[src/rtl/bios_loader_pkg.sv]
// bios_loader_pkg
//   Shared definitions for the BIOS boot loader:
//   - copy FSM state encoding
//   - default address/data widths
//   - NOP opcode words that appear in the BIOS image
package bios_loader_pkg;

  localparam int DEF_ADDR_WIDTH = 10;
  localparam int DEF_DATA_WIDTH = 32;

  // NOP encodings used by the BIOS image (opaque to the loader, which copies
  // every word verbatim).
  localparam logic [31:0] BIOS_NOP_A = 32'h6C00_0000;
  localparam logic [31:0] BIOS_NOP_B = 32'h9C00_0000;

  typedef enum logic [1:0] {
    ST_IDLE  = 2'd0,
    ST_FETCH = 2'd1,
    ST_WRITE = 2'd2,
    ST_DONE  = 2'd3
  } state_e;

endpackage

[src/rtl/bios_loader.sv]
// bios_loader
//   Boot-time copier from the BIOS ROM into instruction memory.  After start,
//   word k of the BIOS is read at bios_address=k and written to instruction
//   memory at IMEM_BASE+k (wrapping).  The CPU is held halted until the whole
//   image is copied; an XOR checksum of the copied words is reported.
//
// Ports
//   clock_i         system clock, rising edge
//   reset_i         synchronous, active-high reset
//   start_i         level, sampled in IDLE/DONE; high begins a copy
//   bios_address_o  registered BIOS read address
//   bios_data_i     BIOS word, combinational function of bios_address_o
//   imem_address_o  registered instruction-memory write address
//   imem_data_o     registered instruction-memory write data
//   imem_we_o       one-cycle write strobe
//   busy_o          copy in progress
//   done_o          copy completed (until next start or reset)
//   cpu_halt_o      high from reset until done
//   checksum_o      XOR of all words written in the last/current copy
module bios_loader
  import bios_loader_pkg::*;
#(
  parameter int ADDR_WIDTH = DEF_ADDR_WIDTH,
  parameter int DATA_WIDTH = DEF_DATA_WIDTH,
  parameter int BIOS_WORDS = 5,
  parameter int IMEM_BASE  = 0
) (
  input  logic                  clock_i,
  input  logic                  reset_i,
  input  logic                  start_i,
  output logic [ADDR_WIDTH-1:0] bios_address_o,
  input  logic [DATA_WIDTH-1:0] bios_data_i,
  output logic [ADDR_WIDTH-1:0] imem_address_o,
  output logic [DATA_WIDTH-1:0] imem_data_o,
  output logic                  imem_we_o,
  output logic                  busy_o,
  output logic                  done_o,
  output logic                  cpu_halt_o,
  output logic [DATA_WIDTH-1:0] checksum_o
);

  // One extra index bit so a full 2^ADDR_WIDTH image terminates cleanly.
  localparam int                  IW        = ADDR_WIDTH + 1;
  localparam logic [IW-1:0]       LAST_IDX  = IW'(BIOS_WORDS - 1);
  localparam logic [ADDR_WIDTH-1:0] BASE_ADDR = ADDR_WIDTH'(IMEM_BASE);
  localparam bit                  EMPTY_IMG = (BIOS_WORDS == 0);

  state_e                  state_q, state_d;
  logic [IW-1:0]           index_q, index_d;
  logic [ADDR_WIDTH-1:0]   bios_address_q, bios_address_d;
  logic [ADDR_WIDTH-1:0]   imem_address_q, imem_address_d;
  logic [DATA_WIDTH-1:0]   imem_data_q, imem_data_d;
  logic                    imem_we_q, imem_we_d;
  logic                    busy_q, busy_d;
  logic                    done_q, done_d;
  logic                    cpu_halt_q, cpu_halt_d;
  logic [DATA_WIDTH-1:0]   checksum_q, checksum_d;

  always_ff @(posedge clock_i) begin
    if (reset_i) begin
      state_q        <= ST_IDLE;
      index_q        <= '0;
      bios_address_q <= '0;
      imem_address_q <= BASE_ADDR;
      imem_data_q    <= '0;
      imem_we_q      <= 1'b0;
      busy_q         <= 1'b0;
      done_q         <= 1'b0;
      cpu_halt_q     <= 1'b1;
      checksum_q     <= '0;
    end else begin
      state_q        <= state_d;
      index_q        <= index_d;
      bios_address_q <= bios_address_d;
      imem_address_q <= imem_address_d;
      imem_data_q    <= imem_data_d;
      imem_we_q      <= imem_we_d;
      busy_q         <= busy_d;
      done_q         <= done_d;
      cpu_halt_q     <= cpu_halt_d;
      checksum_q     <= checksum_d;
    end
  end

  always_comb begin
    state_d        = state_q;
    index_d        = index_q;
    bios_address_d = bios_address_q;
    imem_address_d = imem_address_q;
    imem_data_d    = imem_data_q;
    imem_we_d      = 1'b0;           // strobe lasts exactly one cycle
    busy_d         = busy_q;
    done_d         = done_q;
    cpu_halt_d     = cpu_halt_q;
    checksum_d     = checksum_q;

    unique case (state_q)
      ST_IDLE, ST_DONE: begin
        if (start_i) begin
          index_d        = '0;
          bios_address_d = '0;
          checksum_d     = '0;
          if (EMPTY_IMG) begin
            // Nothing to copy: complete immediately.
            state_d    = ST_DONE;
            busy_d     = 1'b0;
            done_d     = 1'b1;
            cpu_halt_d = 1'b0;
          end else begin
            state_d    = ST_FETCH;
            busy_d     = 1'b1;
            done_d     = 1'b0;
            cpu_halt_d = 1'b1;
          end
        end
      end

      // bios_address_q has been stable for a full cycle; capture the word.
      ST_FETCH: begin
        state_d        = ST_WRITE;
        imem_data_d    = bios_data_i;
        imem_address_d = BASE_ADDR + index_q[ADDR_WIDTH-1:0]; // wraps
        imem_we_d      = 1'b1;
        checksum_d     = checksum_q ^ bios_data_i;
      end

      ST_WRITE: begin
        if (index_q == LAST_IDX) begin
          state_d    = ST_DONE;
          busy_d     = 1'b0;
          done_d     = 1'b1;
          cpu_halt_d = 1'b0;
        end else begin
          state_d        = ST_FETCH;
          index_d        = index_q + IW'(1);
          bios_address_d = index_d[ADDR_WIDTH-1:0];
        end
      end

      default: state_d = ST_IDLE;
    endcase
  end

  assign bios_address_o = bios_address_q;
  assign imem_address_o = imem_address_q;
  assign imem_data_o    = imem_data_q;
  assign imem_we_o      = imem_we_q;
  assign busy_o         = busy_q;
  assign done_o         = done_q;
  assign cpu_halt_o     = cpu_halt_q;
  assign checksum_o     = checksum_q;

endmodule

[config.mk]
export PLATFORM = sky130hd
export DESIGN_NAME = bios_loader
export DESIGN_NICKNAME = d
export VERILOG_FILES = /design/src/rtl/bios_loader_pkg.sv /design/src/rtl/bios_loader.sv
export SDC_FILE = /design/constraint.sdc
export NUM_CORES = 1
export LEC_CHECK = 0
export ABC_CLOCK_PERIOD_IN_PS = 1900
export BUFFER_PORTS_ARGS = -buffer_cell sky130_fd_sc_hd__buf_2
export CORE_ASPECT_RATIO = 0.9
export CORE_MARGIN = 5
export CORE_UTILIZATION = 25
export DETAILED_ROUTE_END_ITERATION = 10
export PLACE_DENSITY = 0.52
export SETUP_SLACK_MARGIN = 0.3
export SYNTH_ARGS = -nofsm -noshare
export SYNTH_HDL_FRONTEND = slang
export SYNTH_SLANG_ARGS = --single-unit
[constraint.sdc]
create_clock -name clock_i -period 1.9 [get_ports clock_i]
set_input_delay 0.095 -clock clock_i [delete_from_list [all_inputs] [get_ports clock_i]]
set_output_delay 0.095 -clock clock_i [all_outputs]
set_load 0.01 [all_outputs]
==> metrics.cfg <==
[synthesis]
synth_edf_count=0
syn-mean-instance-area_sq_um=9.37
async_flop_share_pct=0
synth_top_cell_by_area=dfxtp_1
synth_cell_types=43
synth_nets=435
synth_cells=395
synth_seq_area_share_pct=49.2
synthFlopType=dfxtp_1
synthTopCellsByArea=dfxtp_1, mux2i_1, nor2_1, xor2_1, nand2_1
synth_seq_cells=91
synth_warnings=0
synthDominantCellAreaShare_pct=49.2
synth_area_sq_um=3700

[sta]
fin_setup_tns_ns=0
rsz0062_at_grt=yes
clock_skew_ns=0.00755
timing.fmax_mhz=628
relSlewSlack_pct=78.0
period_minus_slack_ns=1.59
period_share_pct=83.8
worst_pin_slew_ns=0.329
final_max_slew_viol_count=0
finalHoldViolations=0
setup_viol=0

[power]
p_leak_nw=2.37
p_per_area_nw_per_um2=1390
peakVddDrop_mv=0.682

[grt]
overflow=0
grt_max_degree=28
grt_pass1_wl_microns=16100
antenna_found_initial=0
grt_usage_pct=11.4
grt_pass1_vias=3118

[placement]
routabilityCongestion=0.778
port_buffers=122
hpwl_microns=7110
postPlaceCellArea_sq_um=4530

[worst_setup_path]
cp.required_ns=2.14
crit_buf_inv=2
slowest_delay_ns=0.34
crit_family=flip-flops
critical_path_arrival_ns=1.83
cp_cell_sequence=inv_2 -> ha_4 -> mux2_4 -> buf_12 -> nand2_1 -> xor2_1 -> nor2_1
cp-start-kind=flip-flop
end_kind=flip-flop
path_max_fanout=24
critPathSlowestCell=dfxtp_2
path_class=reg -> reg

[floorplanning]
start_util_pct=25.3
die_h_microns=125
core.rowCount=42
coreArea_sq_um=14600
fp.dieW_microns=138
boundaryPins=123
die_area_sq_um=17300

[route]
finalWirelength_microns=9730
final_antenna_net_count=0
dr.pass1.iters=4
wl_per_cell_microns=13.3
drc=0
num_vias=3131
drt_iter0_markers=121
drt-vias-per-instance=4.27

[cts]
clock_latency_ns=0.34
clkSlewWorstSetupHoldPaths_ns=0.06
cts_root_buf=clkbuf_16
numCtsBuffers=9
clkSinkCount=91
cts_tree=built
ctsLongestPathBuffers=2
cts_max_level=3

[flow_run]
maxCapViolCount=0

[min_path]
hp-class=in -> reg

[final_layout]
area_growth_pct=37.5
diodes=0
final_layout_size_suffix_gt1_share_pct=34.0
design_area_sq_um=5090
layout.nets=571
fillers=1546

[run_status]
status=completed

[power breakdown]
group          switching (mW)  internal, mW  total [mW]
Combinational            1.45          1.26        2.71
Clock                   0.715          1.10        1.82
Sequential              0.246          2.31        2.56
Total                    2.41          4.68        7.09
[state kept, by name, indices dropped and copies added, names as in the netlist]
name and flops:
busy_o 1, imem_we_o 1, cpu_halt_o 1, checksum_o 32, index_q 11, imem_data_o 32
done_o 1, imem_address_o 10, state_q 2
[through the flow]
stage	total power, mW	utilization (%)	hold slack (ns)	cells	setup slack (ns)
global route	7.62	34.8	0.0125	734	0.208
floorplan	4.29	-	0.242	395	0.212
CTS	7.14	34.3	0.0000526	731	0.289
detailed placement	5.12	31.0	0.350	701	0.118
global placement	5.06	31.0	0.352	701	0.164
finish	7.09	34.8	0.00930	734	0.308
[synth_stat cells, types with 2 or more instances]
master	number
nand4b_1	2
dfxtp_1	91
ha_1	5
buf_6	2
a31oi_1	3
a21oi_1	7
mux2i_1	45
nand4_1	3
inv_1	5
clkbuf_1	6
mux2_2	2
nand3_1	6
o211ai_1	2
buf_2	9
nor3_1	4
o21ai_0	7
and3_1	4
xor2_1	32
and4_1	2
buf_1	3
buf_4	12
nor2_1	78
nand2_1	44
nor2b_1	2
[path summary, 6_finish.rpt]
check | from | to | slack [ns] | cells past startpoint
worst min register to register | cpu_halt_o | cpu_halt_o | 0.48 | 1
worst max-delay path | state_q[0] | checksum_o[19] | 0.31 | 7
worst max register to register | state_q[0] | checksum_o[19] | 0.31 | 7
worst min-delay path | bios_data_i[18] | imem_data_o[18] | 0.009 | 3
[layer usage]
layer	vias up	wire, microns	GRT usage (%)
met1	1451	4430	14.0
met3	8	944	6.38
met4	0	103	3.14
met5	-	0	0
met2	108	4250	17.4
li1	1564	-	-
[cell families after synthesis]
family                     count (synthesis)  share of synthesized area, %
AOI/OAI and AO/OA                         27                          4.57
xor gates and xnor gates                  32                          7.58
adders and majority gates                  5                          1.69
buffers and inverters                     38                          5.88
DFF                                       91                          49.2
muxes                                     47                          12.8
and+or+nand+nor                          155                          18.3
[worst min-delay path, delay by kind of cell]
kind          cells  cell delay, ns
simple gates      1            0.07
buf+inv           1            0.09
mux               1            0.06
[area by class of cell]
class	count	area, sq um	share of cell area, %
Clock buffer	16	312	6.12
Tap cell	198	248	4.87
Sequential cell	91	1830	35.9
Multi-Input combinational cell	266	1730	34.1
Inverter	5	18.8	0.369
Timing Repair Buffer	158	948	18.6
[timing repair]
action	CTS	global route
endpoints found under the hold margin	12	1
setup buffers	2	2
setup endpoints to repair	42	58
pin swaps	0	12
gates resized for setup	5	19
hold buffers	12	1
[cells in the final DEF, fill, tap and decap left out, types with 4 or more instances in the layout]
| cell type | count |
|---|---|
| buf_2 | 122 |
| dfxtp_1 | 87 |
| nor2_1 | 78 |
| mux2i_1 | 44 |
| nand2_1 | 41 |
| xor2_1 | 32 |
| buf_4 | 17 |
| dlygate4sd3_1 | 13 |
| clkbuf_16 | 9 |
| a21oi_1 | 7 |
| o21ai_0 | 7 |
| nand3_1 | 6 |
| clkbuf_8 | 6 |
| inv_1 | 4 |
| and3_1 | 4 |
| dfxtp_2 | 4 |
| buf_6 | 4 |
No activity file was read; power rests on OpenSTA's default activity.
